## config.mk

```make
export PLATFORM = sky130hd
export DESIGN_NAME = rv_lsu_flat
export DESIGN_NICKNAME = d
export VERILOG_FILES = /design/src/rtl/rv_lsu_if.sv /design/src/rtl/rv_lsu.sv /design/src/flat_wrapper.sv
export SDC_FILE = /design/constraint.sdc
export NUM_CORES = 1
export LEC_CHECK = 0
export BUFFER_PORTS_ARGS = -buffer_cell sky130_fd_sc_hd__buf_2
export CAP_MARGIN = 40
export CORE_UTILIZATION = 39
export CTS_BUF_LIST = sky130_fd_sc_hd__clkbuf_16
export DETAILED_ROUTE_END_ITERATION = 12
export GPL_ROUTABILITY_DRIVEN = 0
export PLACE_DENSITY = 0.65
export SETUP_SLACK_MARGIN = 0.3
export SLEW_MARGIN = 0
export SYNTH_ARGS = -nofsm -noshare
export SYNTH_HDL_FRONTEND = slang
export SYNTH_SLANG_ARGS = --single-unit
```

## constraint.sdc

```tcl
create_clock -name clk -period 5 [get_ports clk]
set_input_delay 0.25 -clock clk [delete_from_list [all_inputs] [get_ports clk]]
set_output_delay 0.25 -clock clk [all_outputs]
set_load 0.01 [all_outputs]
```

## src/rtl/rv_lsu_if.sv

```systemverilog
// rv_lsu_if: core request/response and data-bus signals of the LSU.
// slave is the LSU side, master is the core/bus side.
interface rv_lsu_if #(
  parameter int ADDR_W = 32
);
  logic              req_valid;
  logic              req_ready;
  logic              req_we;
  logic [2:0]        req_func3;
  logic [ADDR_W-1:0] req_addr;
  logic [31:0]       req_wdata;
  logic              rsp_valid;
  logic [31:0]       rsp_rdata;
  logic              rsp_err;
  logic              bus_valid;
  logic              bus_ready;
  logic              bus_we;
  logic [ADDR_W-1:0] bus_addr;
  logic [31:0]       bus_wdata;
  logic [3:0]        bus_be;
  logic              bus_rvalid;
  logic [31:0]       bus_rdata;

  modport slave (
    input  req_valid, req_we, req_func3,
    input  req_addr, req_wdata,
    input  bus_ready, bus_rvalid, bus_rdata,
    output req_ready, rsp_valid, rsp_rdata,
    output rsp_err, bus_valid, bus_we,
    output bus_addr, bus_wdata, bus_be
  );

  modport master (
    output req_valid, req_we, req_func3,
    output req_addr, req_wdata,
    output bus_ready, bus_rvalid, bus_rdata,
    input  req_ready, rsp_valid, rsp_rdata,
    input  rsp_err, bus_valid, bus_we,
    input  bus_addr, bus_wdata, bus_be
  );
endinterface

```

## src/rtl/rv_lsu.sv

```systemverilog
// rv_lsu: single-outstanding RV32I load/store unit.
// Lane steering, load extension and a bus timeout.
module rv_lsu #(
  parameter int ADDR_W      = 32,
  parameter int TIMEOUT     = 15,
  parameter bit ZERO_ON_ERR = 1'b1
) (
  input  logic    clk,
  input  logic    rst,
  rv_lsu_if.slave io
);
  localparam int CW = $clog2(TIMEOUT + 2);

  typedef enum logic [1:0] {
    IDLE, BUS, WAIT, RESP
  } state_t;

  state_t            state_q, state_d;
  logic              rdy_q, we_q, err_q;
  logic [2:0]        f3_q;
  logic [ADDR_W-1:0] addr_q;
  logic [31:0]       wdata_q, rdata_q;
  logic [3:0]        be_q;
  logic [CW-1:0]     cnt_q;

  logic        accept, expire;
  logic        ill, mis, req_err;
  logic        sz_b, sz_h;
  logic [3:0]  req_be;
  logic [31:0] req_wd, ld_sh, ld_data;

  assign accept = io.req_valid & rdy_q;
  assign expire = (TIMEOUT != 0) &&
                  (int'(cnt_q) == TIMEOUT - 1);

  assign sz_b = (io.req_func3[1:0] == 2'b00);
  assign sz_h = (io.req_func3[1:0] == 2'b01);

  assign ill = io.req_we ?
    (io.req_func3[2] | (&io.req_func3[1:0])) :
    ((io.req_func3 == 3'b011) |
     (io.req_func3[2:1] == 2'b11));
  assign mis = (sz_h & io.req_addr[0]) |
    ((io.req_func3[1:0] == 2'b10) &
     (io.req_addr[1:0] != 2'b00));
  assign req_err = ill | mis;

  // store byte enables and lane-replicated data
  always_comb begin
    req_be = 4'b1111;
    req_wd = io.req_wdata;
    unique case (1'b1)
      sz_b: begin
        req_be = 4'b0001 << io.req_addr[1:0];
        req_wd = {4{io.req_wdata[7:0]}};
      end
      sz_h: begin
        req_be = io.req_addr[1] ? 4'b1100 : 4'b0011;
        req_wd = {2{io.req_wdata[15:0]}};
      end
      default: ;
    endcase
  end

  assign ld_sh = io.bus_rdata >> {addr_q[1:0], 3'b000};

  // load lane extraction and extension
  always_comb begin
    ld_data = ld_sh;
    unique case (f3_q)
      3'b000:  ld_data = {{24{ld_sh[7]}}, ld_sh[7:0]};
      3'b001:  ld_data = {{16{ld_sh[15]}}, ld_sh[15:0]};
      3'b100:  ld_data = {24'd0, ld_sh[7:0]};
      3'b101:  ld_data = {16'd0, ld_sh[15:0]};
      default: ld_data = ld_sh;
    endcase
  end

  // next state; a handshake beats timeout expiry
  always_comb begin
    state_d = state_q;
    unique case (state_q)
      IDLE: if (accept) state_d = req_err ? RESP : BUS;
      BUS: begin
        if (io.bus_ready) state_d = we_q ? RESP : WAIT;
        else if (expire)  state_d = RESP;
      end
      WAIT: begin
        if (io.bus_rvalid) state_d = RESP;
        else if (expire)   state_d = RESP;
      end
      RESP:    state_d = IDLE;
      default: state_d = IDLE;
    endcase
  end

  // state, captured request, counter and response registers
  always_ff @(posedge clk) begin
    if (rst) begin
      state_q <= IDLE;
      rdy_q   <= 1'b0;
      we_q    <= 1'b0;
      err_q   <= 1'b0;
      f3_q    <= 3'd0;
      addr_q  <= '0;
      wdata_q <= '0;
      rdata_q <= '0;
      be_q    <= '0;
      cnt_q   <= '0;
    end else begin
      state_q <= state_d;
      rdy_q   <= (state_d == IDLE);
      unique case (state_q)
        IDLE: begin
          if (accept) begin
            we_q    <= io.req_we;
            f3_q    <= io.req_func3;
            addr_q  <= io.req_addr;
            wdata_q <= req_wd;
            be_q    <= req_be;
            cnt_q   <= '0;
            err_q   <= req_err;
            if (req_err && ZERO_ON_ERR)
              rdata_q <= '0;
          end
        end
        BUS, WAIT: begin
          if (TIMEOUT != 0)
            cnt_q <= cnt_q + CW'(1);
          if (state_q == BUS && io.bus_ready) begin
            if (we_q) rdata_q <= '0;
          end else if (state_q == WAIT &&
                       io.bus_rvalid) begin
            rdata_q <= ld_data;
          end else if (expire) begin
            err_q <= 1'b1;
            if (ZERO_ON_ERR) rdata_q <= '0;
          end
        end
        default: ;
      endcase
    end
  end

  assign io.req_ready = rdy_q;
  assign io.rsp_valid = (state_q == RESP);
  assign io.rsp_err   = err_q & (state_q == RESP);
  assign io.rsp_rdata = rdata_q;
  assign io.bus_valid = (state_q == BUS);
  assign io.bus_we    = we_q;
  assign io.bus_addr  = {addr_q[ADDR_W-1:2], 2'b00};
  assign io.bus_wdata = wdata_q;
  assign io.bus_be    = be_q;
endmodule

```

## src/flat_wrapper.sv

```systemverilog
// flat-port wrapper written by rule: the top's interface ports become plain ports
module rv_lsu_flat 
#(
  parameter int ADDR_W      = 32,
  parameter int TIMEOUT     = 15,
  parameter bit ZERO_ON_ERR = 1'b1
)
  (clk, rst, io_req_valid, io_req_we, io_req_func3, io_req_addr, io_req_wdata, io_bus_ready, io_bus_rvalid, io_bus_rdata, io_req_ready, io_rsp_valid, io_rsp_rdata, io_rsp_err, io_bus_valid, io_bus_we, io_bus_addr, io_bus_wdata, io_bus_be);
  rv_lsu_if #(.ADDR_W(ADDR_W)) io_i ();
  input  logic clk;
  input  logic rst;
  input wire logic [$bits(io_i.req_valid)-1:0] io_req_valid;
  input wire logic [$bits(io_i.req_we)-1:0] io_req_we;
  input wire logic [$bits(io_i.req_func3)-1:0] io_req_func3;
  input wire logic [$bits(io_i.req_addr)-1:0] io_req_addr;
  input wire logic [$bits(io_i.req_wdata)-1:0] io_req_wdata;
  input wire logic [$bits(io_i.bus_ready)-1:0] io_bus_ready;
  input wire logic [$bits(io_i.bus_rvalid)-1:0] io_bus_rvalid;
  input wire logic [$bits(io_i.bus_rdata)-1:0] io_bus_rdata;
  output wire logic [$bits(io_i.req_ready)-1:0] io_req_ready;
  output wire logic [$bits(io_i.rsp_valid)-1:0] io_rsp_valid;
  output wire logic [$bits(io_i.rsp_rdata)-1:0] io_rsp_rdata;
  output wire logic [$bits(io_i.rsp_err)-1:0] io_rsp_err;
  output wire logic [$bits(io_i.bus_valid)-1:0] io_bus_valid;
  output wire logic [$bits(io_i.bus_we)-1:0] io_bus_we;
  output wire logic [$bits(io_i.bus_addr)-1:0] io_bus_addr;
  output wire logic [$bits(io_i.bus_wdata)-1:0] io_bus_wdata;
  output wire logic [$bits(io_i.bus_be)-1:0] io_bus_be;
  assign io_i.req_valid = io_req_valid;
  assign io_i.req_we = io_req_we;
  assign io_i.req_func3 = io_req_func3;
  assign io_i.req_addr = io_req_addr;
  assign io_i.req_wdata = io_req_wdata;
  assign io_i.bus_ready = io_bus_ready;
  assign io_i.bus_rvalid = io_bus_rvalid;
  assign io_i.bus_rdata = io_bus_rdata;
  assign io_req_ready = io_i.req_ready;
  assign io_rsp_valid = io_i.rsp_valid;
  assign io_rsp_rdata = io_i.rsp_rdata;
  assign io_rsp_err = io_i.rsp_err;
  assign io_bus_valid = io_i.bus_valid;
  assign io_bus_we = io_i.bus_we;
  assign io_bus_addr = io_i.bus_addr;
  assign io_bus_wdata = io_i.bus_wdata;
  assign io_bus_be = io_i.bus_be;
  rv_lsu #(.ADDR_W(ADDR_W), .TIMEOUT(TIMEOUT), .ZERO_ON_ERR(ZERO_ON_ERR)) u_core (.clk(clk), .rst(rst), .io(io_i));
endmodule
```

==> reports/results.txt <==
Synth Cell Area = 5710 um2
cell area after layout = 7160 um2
most frequent cells in the layout = buf_2 (206), nand2_1 (148), dfxtp_1 (113)
startpoint types = flop
fill cell total of the finished layout = 1403
ys async rst share = 0
Max-Cap Viols = 0
hpwl dp = 11400 um
initial antenna violation count = 1
Synth-to-Final Area Change = 25.4%
Least-Margin Pin Slew = 0.887 ns
clock sink count = 113
area share of the largest cell type after synthesis = 0.396
post-CTS setup repair buffer count = 0
pre-CTS setup slack = 2.40 ns
Synth Flop Type = dfxtp_1
Pleak = 2.94 nW
Crit Path Category = reg2reg
fin cells = 1021
ANT nets after route = 0
average routed wire per standard cell = 15.6 um
CTS tree = built
Die Y = 123 um
post-CTS sizing = 0
Final Routed Wirelength = 15900 um
Syn Area/Cell = 8.52 um2
die area = 15100 um2
Max Freq = 384 MHz
Die Span X = 123 um
largest cells by area after synthesis = dfxtp_1 (40%), nand2_1 (9.7%), mux2i_1 (6.8%)
DRC = 0
Num CTS Buffers = 17
Distinct cells, synth = 58
Post-Syn Instances = 671
min Tclk post-route = 2.61 ns
final worst slack = 2.39 ns
Max VDD drop = 296 uV
RSZ-0062 raised after global routing = false
H-tree level count = 4
number of failing hold endpoints at the final stage = 0
Reg clk slew, reported paths = 0.05 ns
Max clock buf depth = 2
CP peak stage delay = 0.82 ns
Pre-antenna DRT Iters = 5
total track usage = 0.210
# setup viols final = 0
Iter 0 DRT Violations = 271
Final Core Density = 0.508
Post-synth EDFFs = 0
most common cell after layout, fill and taps aside = buf_2
Worst EP arrival = 2.93 ns
placed cell count = 988
Critical Path RT = 5.32 ns
layout cells sized above 1 = 0.346
largest net degree at the start of global routing = 71
num ports = 210
worst hold path type = in2reg
nets = 940
pwr dens = 517 nW/um2
Vias/cell = 5.17
Worst Skew = 0.00661 ns
I/O Buffers = 207
first-pass GRT wire length = 24200 um
Critical-path top delay cell = and3_2
clock root buffer = clkbuf_16
register area share after synthesis = 0.396
status = finished clean
dpl cell area = 6630 um2
period utilization = 0.521
post-route setup TNS = 0 ns
Yosys reg bits = 113
total power = 3.70 mW
Crit Path Max Fanout = 49
Congestion Overflow GR = 0
hold buffer count at cts = 0
vias = 5279
Core ar. = 14100 um2
Synth area leader = dfxtp_1
Slew Limit Fails = 0
Critical Path, Cell by Cell = inv_1 -> ha_1 -> and3_2 -> buf_4 -> nor2_1 -> a311oi_1
final hold slack = 0.0698 ns
Ys Warns = 0
vias in the first global route = 4757
starting density of the core = 0.405
Slew headroom = 0.404
worst skew pair latency = 0.42 ns
crit end category = flop
Site Rows = 43
-- area by class of cell --
type | instances | area (um2) | share of cell area
sequential | 113 | 2260 | 0.316
multi-input combinational | 467 | 2950 | 0.412
clock buffer | 17 | 425 | 0.0594
timing repair buffer | 216 | 1140 | 0.160
tap | 180 | 225 | 0.0314
clock inverter | 14 | 103 | 0.0143
antenna | 2 | 5.00 | 0.000699
inverter | 12 | 45.0 | 0.00629
-- metal layers --
| layer | vias to the layer above | share of wire | global-route usage |
|---|---|---|---|
| li1 | 2648 | - | - |
| met2 | 164 | 0.47 | 0.318 |
| met5 | - | 0 | 0 |
| met4 | 0 | 0.022 | 0.0956 |
| met1 | 2441 | 0.44 | 0.271 |
| met3 | 26 | 0.065 | 0.0664 |
-- cell usage after synthesis (3+ instances only) --
cell type,n
clkbuf_1,29
a311oi_1,12
o32ai_1,8
mux2i_1,39
buf_4,36
o21ai_0,29
a311oi_2,12
xnor2_1,4
nand3b_1,9
o22ai_1,3
a211oi_1,9
nand2_1,148
buf_2,6
buf_6,4
ha_1,8
nand4_1,8
o211ai_1,8
inv_1,12
dfxtp_1,113
nor2b_1,5
a21oi_1,75
nor2_1,32
nand3_1,3
buf_1,5
nor3_1,6
mux2_2,8
-- flip-flops by register name (all words and copies together) (netlist names) --
| name | count |
|---|---|
| u_core.io.bus_be | 4 |
| u_core.io.bus_wdata | 32 |
| u_core.err_q | 1 |
| u_core.f3_q | 3 |
| u_core.addr_q | 32 |
| u_core.io.req_ready | 1 |
| u_core.state_q | 2 |
| u_core.io.rsp_rdata | 32 |
| u_core.cnt_q | 5 |
| u_core.io.bus_we | 1 |
-- report_power, final --
group | internal (mW) | switching (mW)
clock network | 0.666 | 0.414
logic | 0.588 | 0.894
registers | 1.05 | 0.0923
-- worst paths after layout --
| path | startpoint | endpoint | slack [ns] | cells past startpoint |
|---|---|---|---|---|
| worst min register to register | u_core.addr_q[24]$_SDFFE_PP0P_ | u_core.addr_q[24]$_SDFFE_PP0P_ | 0.45 | 2 |
| worst max register to register | u_core.state_q[1]$_SDFF_PP0_ | u_core.io.bus_wdata[13]$_SDFFE_PP0P_ | 2.39 | 6 |
| worst max-delay path | u_core.state_q[1]$_SDFF_PP0_ | u_core.io.bus_wdata[13]$_SDFFE_PP0P_ | 2.39 | 6 |
| worst min-delay path | io_req_addr[25] | u_core.addr_q[25]$_SDFFE_PP0P_ | 0.07 | 3 |
-- cell families after synthesis --
kind of cell             share of synthesized area
AO/OA/AOI/OAI                                0.220
XOR/XNOR                                   0.00613
adder cells (fa/ha/maj)                     0.0175
buffers and inverters                       0.0906
flip-flops                                   0.396
multiplexers                                0.0904
other                                     0.000656
AND/OR/NAND/NOR                              0.179
-- critical path: cells and delay by family (launching register included) --
family	cells	cell delay, ns
and+or+nand+nor	2	0.91
buffers and inverters	2	0.65
adders and majority gates	1	0.32
AOI/OAI and AO/OA	1	0.25
DFF	1	0.35
No activity file was read; power rests on OpenSTA's default activity.
